### src/rtl/i_mem_loader.sv
// Instruction memory writer: assembles a big-endian byte stream into 32-bit words
// and writes them at word-aligned byte addresses while holding the CPU in reset.
//
// state   | meaning
// --------+------------------------------------------------------------
// OCIOSO  | idle; waits for start, rejects bad word counts with erro
// RECEBE  | accepting bytes of the current word (byte_ready=1)
// ESCREVE | one-cycle write of the assembled word (we_mem=1)
// FIM     | load finished; done pulses on the following cycle
module i_mem_loader #(
    parameter int MEMORIA_TAMANHO = 256,
    parameter int CONT_W          = 9
) (
    input  logic              clock,
    input  logic              reset_n,
    input  logic              start,
    input  logic [CONT_W-1:0] num_palavras,
    input  logic              byte_valid,
    input  logic [7:0]        byte_in,
    output logic              byte_ready,
    output logic              we_mem,
    output logic [31:0]       endereco_mem,
    output logic [31:0]       dado_mem,
    output logic              cpu_hold,
    output logic              done,
    output logic              erro
);

    typedef enum logic [1:0] {
        OCIOSO  = 2'd0,
        RECEBE  = 2'd1,
        ESCREVE = 2'd2,
        FIM     = 2'd3
    } estado_t;

    localparam logic [CONT_W:0] MAX_PALAVRAS = (CONT_W+1)'(MEMORIA_TAMANHO);

    estado_t           estado;
    estado_t           prox_estado;
    logic [CONT_W-1:0] total_palavras;
    logic [CONT_W-1:0] cont_palavras;
    logic [1:0]        cont_bytes;
    logic              aceita;
    logic              start_ok;
    logic              ultima_palavra;

    assign aceita         = byte_valid && byte_ready;
    assign start_ok       = (num_palavras != '0) && ({1'b0, num_palavras} <= MAX_PALAVRAS);
    assign ultima_palavra = (cont_palavras + CONT_W'(1)) == total_palavras;

    always_ff @(posedge clock or negedge reset_n) begin
        if (!reset_n) begin
            estado <= OCIOSO;
        end else begin
            estado <= prox_estado;
        end
    end

    always_comb begin
        prox_estado = estado;
        byte_ready  = 1'b0;
        we_mem      = 1'b0;
        cpu_hold    = 1'b1;
        unique case (estado)
            OCIOSO: begin
                cpu_hold = 1'b0;
                if (start && start_ok) begin
                    prox_estado = RECEBE;
                end
            end
            RECEBE: begin
                byte_ready = 1'b1;
                if (aceita && (cont_bytes == 2'd3)) begin
                    prox_estado = ESCREVE;
                end
            end
            ESCREVE: begin
                we_mem      = 1'b1;
                prox_estado = ultima_palavra ? FIM : RECEBE;
            end
            FIM: begin
                prox_estado = OCIOSO;
            end
            default: begin
                prox_estado = OCIOSO;
            end
        endcase
    end

    always_ff @(posedge clock or negedge reset_n) begin
        if (!reset_n) begin
            total_palavras <= '0;
            cont_palavras  <= '0;
            cont_bytes     <= '0;
            endereco_mem   <= '0;
            dado_mem       <= '0;
            done           <= 1'b0;
            erro           <= 1'b0;
        end else begin
            erro <= (estado == OCIOSO) && start && !start_ok;
            done <= (estado == FIM);
            unique case (estado)
                OCIOSO: begin
                    if (start && start_ok) begin
                        total_palavras <= num_palavras;
                        cont_palavras  <= '0;
                        cont_bytes     <= '0;
                        endereco_mem   <= '0;
                        dado_mem       <= '0;
                    end
                end
                RECEBE: begin
                    // first byte of a word ends up in the top byte after four shifts
                    if (aceita) begin
                        dado_mem   <= {dado_mem[23:0], byte_in};
                        cont_bytes <= cont_bytes + 2'd1;
                    end
                end
                ESCREVE: begin
                    endereco_mem  <= endereco_mem + 32'd4;
                    cont_palavras <= cont_palavras + CONT_W'(1);
                end
                default: begin
                end
            endcase
        end
    end

endmodule
### config.mk
export PLATFORM = sky130hd
export DESIGN_NAME = i_mem_loader
export DESIGN_NICKNAME = d
export VERILOG_FILES = /design/src/rtl/i_mem_loader.sv
export SDC_FILE = /design/constraint.sdc
export NUM_CORES = 1
export LEC_CHECK = 0
export ABC_CLOCK_PERIOD_IN_PS = 4540
export BUFFER_PORTS_ARGS = -buffer_cell sky130_fd_sc_hd__buf_2
export CELL_PAD_IN_SITES_DETAIL_PLACEMENT = 0
export CELL_PAD_IN_SITES_GLOBAL_PLACEMENT = 1
export CORE_MARGIN = 1.5
export CORE_UTILIZATION = 46
export CTS_BUF_LIST = sky130_fd_sc_hd__clkbuf_8
export DETAILED_ROUTE_END_ITERATION = 10
export MAX_ROUTING_LAYER = met4
export PLACE_DENSITY = 0.89
export SYNTH_ARGS = -nofsm -noshare
export SYNTH_HDL_FRONTEND = slang
export SYNTH_SLANG_ARGS = --single-unit
### constraint.sdc
create_clock -name clock -period 4.54 [get_ports clock]
set_input_delay 0.681 -clock clock [delete_from_list [all_inputs] [get_ports clock]]
set_output_delay 0.681 -clock clock [all_outputs]
set_load 0.005 [all_outputs]
# Yosys cells after proc, flatten, opt, wreduce, memory -nomap -nowiden
# Cells that the tools add are included.
# totals
word_cells	51
output_inout_bits	69
register_bits	88
inputBits	21
# classes
order_cmp	1
reduce_logical	15
n_addsub	3
eq_ne	8
muxes	16
# ops
cell	count
$pmux 32 s2	2
$mux 32	2
$add 32x3->32 const B	1
$pmux 9 s2	1
$mux 2	5
$add 9x1->9 const B	1
$eq 9x9->1	1
$le 9x9->1 const B	1
$mux 9	1
$reduce_bool 9->1	1
$pmux 2 s4	1
$eq 2x2->1 const B	3
$logic_and 1x1->1	6
$ne 2x2->1 const B	3
$reduce_and 2->1	3
$pmux 2 s2	1
$reduce_bool 2->1	2
$mux 1	3
$reduce_and 3->1	1
$add 2x1->2 const B	1
$eq 2x1->1 const B	1
$logic_not 2->1	1
$logic_not 1->1	1

# Depth between registers and ports, before layout
# Gate-level depths: netlist (run 1).
# logic_depth
ltp_word	6
ltp_mapped	7
ltp_nobuf	6

# Worst setup path after synthesis (run 1)
# Ideal clock, no wire load.
# synth_path
path_kind	in2reg
start	input num_palavras[1]
end	register total_palavras[1]
stages	5
arrival_ns	2.360
path_slack_ns	2.055
required_ns	4.415
n_path_buf	1
setup_time_ns	0.125
cell_sequence	or4_1 > or3_4 > nand3_1 > buf_2 > mux2_2
# synth_between
elab_chain_cells	4
elab_cells_between_ends	5
classes_between	order compare: 1; reduce/logical: 4
# synth_lines
element	line_no	source
from (decl)	17	input logic [CONT_W-1:0] num_palavras,
$le 9x9->1 / $reduce_bool 9->1 (equally long branches)	48	assign start_ok = (num_palavras != '0) && ({1'b0, num_palavras} <= MAX_PALAVRAS);
$logic_and 1x1->1	48	
$logic_and 1x1->1	104	if (start && start_ok) begin
$reduce_and 2->1 (no source line)	n/a	
to (signal assigned)	105	total_palavras <= num_palavras;
to (decl)	40	logic [CONT_W-1:0] total_palavras;
# Parallel ways exist; a longest one is shown, timed or not.
# A chain may end at the register's enable or synchronous reset.

# Worst setup path after layout (run 1)
# layout_path
start	input num_palavras[5]
end	register dado_mem[7]
# layout_between
elab_chain_cells	5
elab_cells_between_ends	6
classes_between	order compare: 1; eq/ne: 1; reduce/logical: 4
# layout_lines
element	line_no	source
$le 9x9->1 / $reduce_bool 9->1 (equally long branches)	48	
$logic_and 1x1->1 *	48	
$logic_and 1x1->1 *	104	
$ne 2x2->1 (no source line) *	n/a	
$reduce_and 3->1 (no source line) *	n/a	
to (signal assigned)	115	dado_mem <= {dado_mem[23:0], byte_in};
to (decl)	23	output logic [31:0] dado_mem,
# Mark *: on every way between the ends. The rest lies on a longest branch, timed or not.

==> results of run 1 <==
[cells in the final DEF, fill, tap and decap left out, types with 7 or more instances in the layout]
master	synthesis	final
a21oi_1	8	8
a31oi_1	7	7
and3_1	9	9
buf_2	3	86
clkbuf_8	0	9
dfrtp_1	86	86
inv_1	8	8
mux2_2	9	9
nand2_1	104	104
nand3_1	26	26
nand4_1	7	7
nor2_1	16	15
nor3_1	7	7
o21ai_0	53	53
o21ai_2	23	23
o31ai_1	8	8
[through the flow]
step | cells | area (µm²) | hold WS, ns | util [%]
after floorplan | 457 | 4270 | 0.385 | -
after global placement | 631 | 4740 | 0.459 | 53.6
after detailed placement | 631 | 4740 | 0.469 | 53.6
after CTS | 647 | 4970 | 0.494 | 56.1
after global routing | 647 | 4970 | 0.516 | 56.1
final | 647 | 4970 | 0.459 | 56.1
[metal layers]
layer,vias up,part of all wire (%)
met1,1638,49
met4,0,2.2
met2,78,45
li1,1780,-
met5,-,0
met3,15,3.6
[Yosys cell counts (2+ instances only)]
master / instances
mux2i_1: 6
xnor2_1: 3
o22ai_1: 3
nor2_1: 16
o211ai_1: 5
and4_1: 4
buf_4: 3
nand2_1: 104
xor2_1: 6
nand2b_1: 2
a211oi_1: 2
buf_2: 3
o21ai_2: 23
clkbuf_2: 3
mux2_2: 9
nand3b_1: 2
ha_1: 3
o31ai_1: 8
a31oi_1: 7
and2_1: 2
o21ai_0: 53
a21oi_1: 8
buf_6: 4
nand3_1: 26
nor3_1: 7
nand4_1: 7
nor4_1: 5
inv_1: 8
o2bb2ai_1: 2
and3_1: 9
dfrtp_1: 86
clkbuf_1: 11
[sequential cells by signal, summed over array words and instances (netlist names)]
register / cells
dado_mem: 32
endereco_mem: 30
cont_palavras: 9
total_palavras: 9
cont_bytes: 2
estado: 2
done: 1
erro: 1
[final timing paths]
kind | startpoint | to | cells after the start
min | reset_n | endereco_mem[20]$_DFFE_PN0P_ | 1
max | num_palavras[5] | dado_mem[7]$_DFFE_PN0P_ | 6
max reg2reg | endereco_mem[8]$_DFFE_PN0P_ | endereco_mem[31]$_DFFE_PN0P_ | 5
min in group clock | endereco_mem[31]$_DFFE_PN0P_ | endereco_mem[31]$_DFFE_PN0P_ | 1
min reg2reg | endereco_mem[31]$_DFFE_PN0P_ | endereco_mem[31]$_DFFE_PN0P_ | 1
max in group asynchronous | reset_n | total_palavras[7]$_DFFE_PN0P_ | 1
[cell families (layout without fill, tap and decap cells)]
group / Yosys count / count (layout) / share of synthesized area (%)
simple gates: 188 / 188 / 20.1
mux: 15 / 15 / 3.78
flops: 86 / 86 / 50.5
fa+ha+maj: 3 / 3 / 0.880
buf+inv: 34 / 116 / 4.14
other cells: 1 / 2 / 0.0879
xor+xnor: 9 / 9 / 1.85
compound gates: 120 / 120 / 18.7
[cell type report]
class | count | area [µm²]
fill | 803 | 3880
sequential | 86 | 2150
multi-input combinational | 337 | 1950
timing repair buffer | 91 | 468
tap | 108 | 135
clock buffer | 9 | 124
clock inverter | 7 | 98.8
inverter | 9 | 33.8
[power by group]
group / leakage, nW / switching (mW) / internal (mW) / total (mW)
logic: 1.12 / 0.425 / 0.312 / 0.737
registers: 1.16 / 0.163 / 0.956 / 1.12
clock network: 0.109 / 0.289 / 0.312 / 0.601
total: 2.38 / 0.877 / 1.58 / 2.46
[critical path, delay by kind of cell]
family / cells / cell delay [ns]
compound gates: 2 / 0.43
buf+inv: 2 / 0.68
simple gates: 2 / 0.98
==> flow_metrics.tcl, run 1 <==
set metrics [dict create \
    outcome "completed" \
    cp_max_fo 67 \
    synth-warning-count 0 \
    synthTopCellsByArea "dfrtp_1 (50%), nand2_1 (9.2%), o21ai_0 (6.2%)" \
    worstSetupStartpointType "input pin" \
    synth_edf_count 0 \
    clock_skew_ns 0.0134 \
    hold_violations 0 \
    tns_ns 0 \
    via_per_inst 5.43 \
    drc 0 \
    p_total_mw 2.46 \
    min_path_type "input pin to asynchronous set/reset pin" \
    cts.clk_slew.worst_paths_ns 0.09 \
    hold_buffers 0 \
    slowest_delay_ns 0.58 \
    maxSlewHeadroom_pct 28.3 \
    yosysSeqAreaShare_pct 50.5 \
    die_y_um 99.3 \
    grt_use_met3_pct 3.09 \
    hpwl_mm 6.23 \
    globalRouteMet1Util_pct 28.3 \
    wirelength_mm 9.28 \
    vdd_drop_max_v 0.000330 \
    clk_path_buf_depth 2 \
    endpoint_kind "register" \
    leakage_nw 2.38 \
    ys.flop_type "dfrtp_1" \
    avgSynthCellArea_um2 9.35 \
    ctsResizeCount 0 \
    setup_viol 0 \
    grt_pass1_wl_mm 15.7 \
    ant_nets 0 \
    slowest_stage "buf_4" \
    num_rows 34 \
    grtUsageMet2_pct 30.1 \
    track_usage_pct 20.4 \
    cap_violations 0 \
    layout_setup_ws_ns 1.94 \
    diodes 0 \
    nets 558 \
    timing.reg2reg.setup_slack_ns 2.16 \
    antenna_found_initial 0 \
    ys_ff_latch 86 \
    start_util_pct 48.2 \
    area_growth_pct 16.4 \
    numPortBuffers 87 \
    drive_gt1_share_pct 27.3 \
    grt_overflow 0 \
    insertion_delay_ns 0.37 \
    drt-wirelength-per-cell_um 14.3 \
    fin_crit_sh_pct 57.2 \
    rsz0062_at_grt "no" \
    cts_setup_buffers 0 \
    cts_made_buffers 9 \
    tightest_slew_ns 1.08 \
    dr.pass1.iters 4 \
    crit_arrival_ns 2.82 \
    period_needed_ns 2.60 \
    vias 3511 \
    worstPathRequired_ns 4.76 \
    io_pins 90 \
    synthCells 456 \
    synth_area_leader_cell "dfrtp_1" \
    cts_tree "built" \
    synth_top_area_share_pct 50.5 \
    dieArea_um2 9860 \
    cts.sinks 86 \
    netlist-cell-type-count 48 \
    die_width_um 99.3 \
    path_cells "buf_2 -> or4_4 -> or3_4 -> a32oi_4 -> buf_4 -> o21ai_0" \
    drv_slew 0 \
    grt_busiest_layer "met2" \
    grt_pass1_vias 3324 \
    async_flop_share_pct 100 \
    h-tree-depth 3 \
    core_um2 8850 \
    cts_root_buf "clkbuf_8" \
    drt-initial-drc-count 182 \
    fmax_mhz 385 \
    gp_congestion 0.825 \
    power_density_nw_per_um2 495 \
    grt_max_degree 87 \
    netlist_area_um2 4270 \
    worstSetupPathType "input pin to register" \
    post-place-ws_ns 1.54 \
]
No activity file was read; power rests on OpenSTA's default activity.
==> inputs of run 2 (changes only) <==
==> config.mk (replaced) <==
export PLATFORM = sky130hd
export DESIGN_NAME = i_mem_loader
export DESIGN_NICKNAME = d
export VERILOG_FILES = /design/src/rtl/i_mem_loader.sv
export SDC_FILE = /design/constraint.sdc
export NUM_CORES = 1
export LEC_CHECK = 0
export ABC_CLOCK_PERIOD_IN_PS = 2700
export BUFFER_PORTS_ARGS = -buffer_cell sky130_fd_sc_hd__buf_2
export CELL_PAD_IN_SITES_DETAIL_PLACEMENT = 0
export CELL_PAD_IN_SITES_GLOBAL_PLACEMENT = 1
export CORE_MARGIN = 1.5
export CORE_UTILIZATION = 43
export CTS_BUF_LIST = sky130_fd_sc_hd__clkbuf_8
export DETAILED_ROUTE_END_ITERATION = 10
export MAX_ROUTING_LAYER = met4
export PLACE_DENSITY = 0.84
export SYNTH_ARGS = -nofsm -noshare
export SYNTH_HDL_FRONTEND = slang
export SYNTH_SLANG_ARGS = --single-unit
==> constraint.sdc (replaced) <==
create_clock -name clock -period 2.7 [get_ports clock]
set_input_delay 0.405 -clock clock [delete_from_list [all_inputs] [get_ports clock]]
set_output_delay 0.405 -clock clock [all_outputs]
set_load 0.005 [all_outputs]
==> flow_metrics.tcl, run 2 (synthesis gave the netlist of run 1 again) <==
set metrics [dict create \
    top_regs "dado_mem x32, endereco_mem x30" \
    clk_path_buf_depth 2 \
    worstPathRequired_ns 2.30 \
    nets 566 \
    via_per_inst 5.24 \
    grt_overflow 0 \
    ff_latch_area_um2 2150 \
    crit_arrival_ns 1.72 \
    die_y_um 103 \
    cts_setup_buffers 0 \
    ctsResizeCount 0 \
    tightest_slew_ns 0.662 \
    gp_congestion 0.796 \
    io_pins 90 \
    post-place-ws_ns 0.289 \
    die_width_um 103 \
    wirelength_mm 9.42 \
    cts_root_buf "clkbuf_8" \
    grt_max_degree 68 \
    hpwl_mm 6.62 \
    insertion_delay_ns 0.35 \
    r2r_end "endereco_mem[28]$_DFFE_PN0P_" \
    slowest_stage "dfrtp_1" \
    h-tree-depth 3 \
    period_needed_ns 2.13 \
    dr.pass1.iters 4 \
    area_growth_pct 19.4 \
    layout.cells.non_filler 680 \
    outcome "completed" \
    cap_violations 0 \
    largest_reg_flops 32 \
    track_usage_pct 19.9 \
    layout_setup_ws_ns 0.572 \
    cp.depth 4 \
    diodes 0 \
    final_cell_mix "nand2_1 (104), dfrtp_1 (86), buf_2 (86)" \
    slowest_delay_ns 0.43 \
    vias 3566 \
    tns_ns 0 \
    placed_cells 664 \
    r2r-start "endereco_mem[2]$_DFFE_PN0P_" \
    start_util_pct 44.0 \
    worstSetupStartpointType "register" \
    numPortBuffers 87 \
    drc 0 \
    crit_start "estado[0]$_DFFE_PN0P_" \
    clock_skew_ns 0.00836 \
    fmax_mhz 470 \
    rsz0062_at_grt "no" \
    hold_violations 0 \
    drt-initial-drc-count 153 \
    drive_gt1_share_pct 28.3 \
    critPathBufInv 3 \
    fillers 957 \
    timing.reg2reg.setup_slack_ns 0.61 \
    drt-wirelength-per-cell_um 13.9 \
    setup_viol 0 \
    antenna_found_initial 0 \
    dieArea_um2 10500 \
    multi_input_area_um2 1950 \
    crit_family "buffers and inverters" \
    worstSetupPathType "register to output pin" \
    endpoint_kind "output pin" \
    reg2reg_depth 7 \
    grt_pass1_wl_mm 15.9 \
    regMostFlops "dado_mem" \
    drv_slew 0 \
    cts_made_buffers 9 \
    power_density_nw_per_um2 814 \
    fin_crit_sh_pct 78.8 \
    hold_buffers 0 \
    maxSlewHeadroom_pct 55.9 \
    cts.clk_slew.worst_paths_ns 0.09 \
    cts_tree "built" \
    vdd_drop_max_v 0.000617 \
    core_um2 9680 \
    path_cells "inv_1 -> nor2_2 -> buf_4 -> buf_2" \
    cts.sinks 86 \
    final_common_cell "nand2_1" \
    ant_nets 0 \
    grt_pass1_vias 3205 \
    cp_max_fo 14 \
    num_rows 36 \
    min_path_type "input pin to asynchronous set/reset pin" \
    leakage_nw 2.43 \
]
==> run 2: cell count changes in the layout (fill, tap and decap cells not counted) <==
cell        delta
clkinvlp_4     +1
clkbuf_8       +3
bufinv_16      -1
clkinv_2       -1
clkinv_4       -2
buf_12         +3
buf_4          +5
==> run 2: area by class of cell <==
| type | count | area share [%] |
|---|---|---|
| clock inverters | 4 | 1.06 |
| repair buffers | 99 | 11.1 |
| flip-flops and latches | 86 | 42.3 |
| well taps | 133 | 3.27 |
| clock buffers | 12 | 3.24 |
| inverters | 9 | 0.664 |
| multi-input cells | 337 | 38.4 |
==> run 2: power breakdown <==
group	internal, mW	switching [mW]
clock network	0.506	0.475
logic	0.565	0.719
registers	1.61	0.270
==> run 2: per-stage QoR <==
step / power, mW / hold slack (ns) / utilization (%) / instance area (µm²)
CTS: 4.19 / 0.106 / 52.6 / 5090
global placement: 3.15 / 0.461 / 50.3 / 4870
detailed placement: 3.20 / 0.462 / 50.3 / 4870
finish: 4.14 / 0.0657 / 52.6 / 5090
floorplan: 2.71 / 0.109 / - / 4270
global route: 4.46 / 0.130 / 52.6 / 5090
==> run 2: worst max-delay path by stage <==
stage	endpoint	slack, ns
2_1_floorplan	total_palavras[1]$_DFFE_PN0P_	0.49
3_3_place_gp	dado_mem[30]$_DFFE_PN0P_	0.33
3_5_place_dp	dado_mem[11]$_DFFE_PN0P_	0.29
4_1_cts	byte_ready	0.55
5_1_grt	endereco_mem[28]$_DFFE_PN0P_	0.30
6_report	byte_ready	0.57
==> run 2: per-layer routing <==
layer,vias to the layer above,wire (µm),track usage [%]
li1,1798,-,-
met1,1684,4700,28.3
met2,80,4270,29.3
met3,4,391,4.14
met4,0,53,4.43
met5,-,0,-
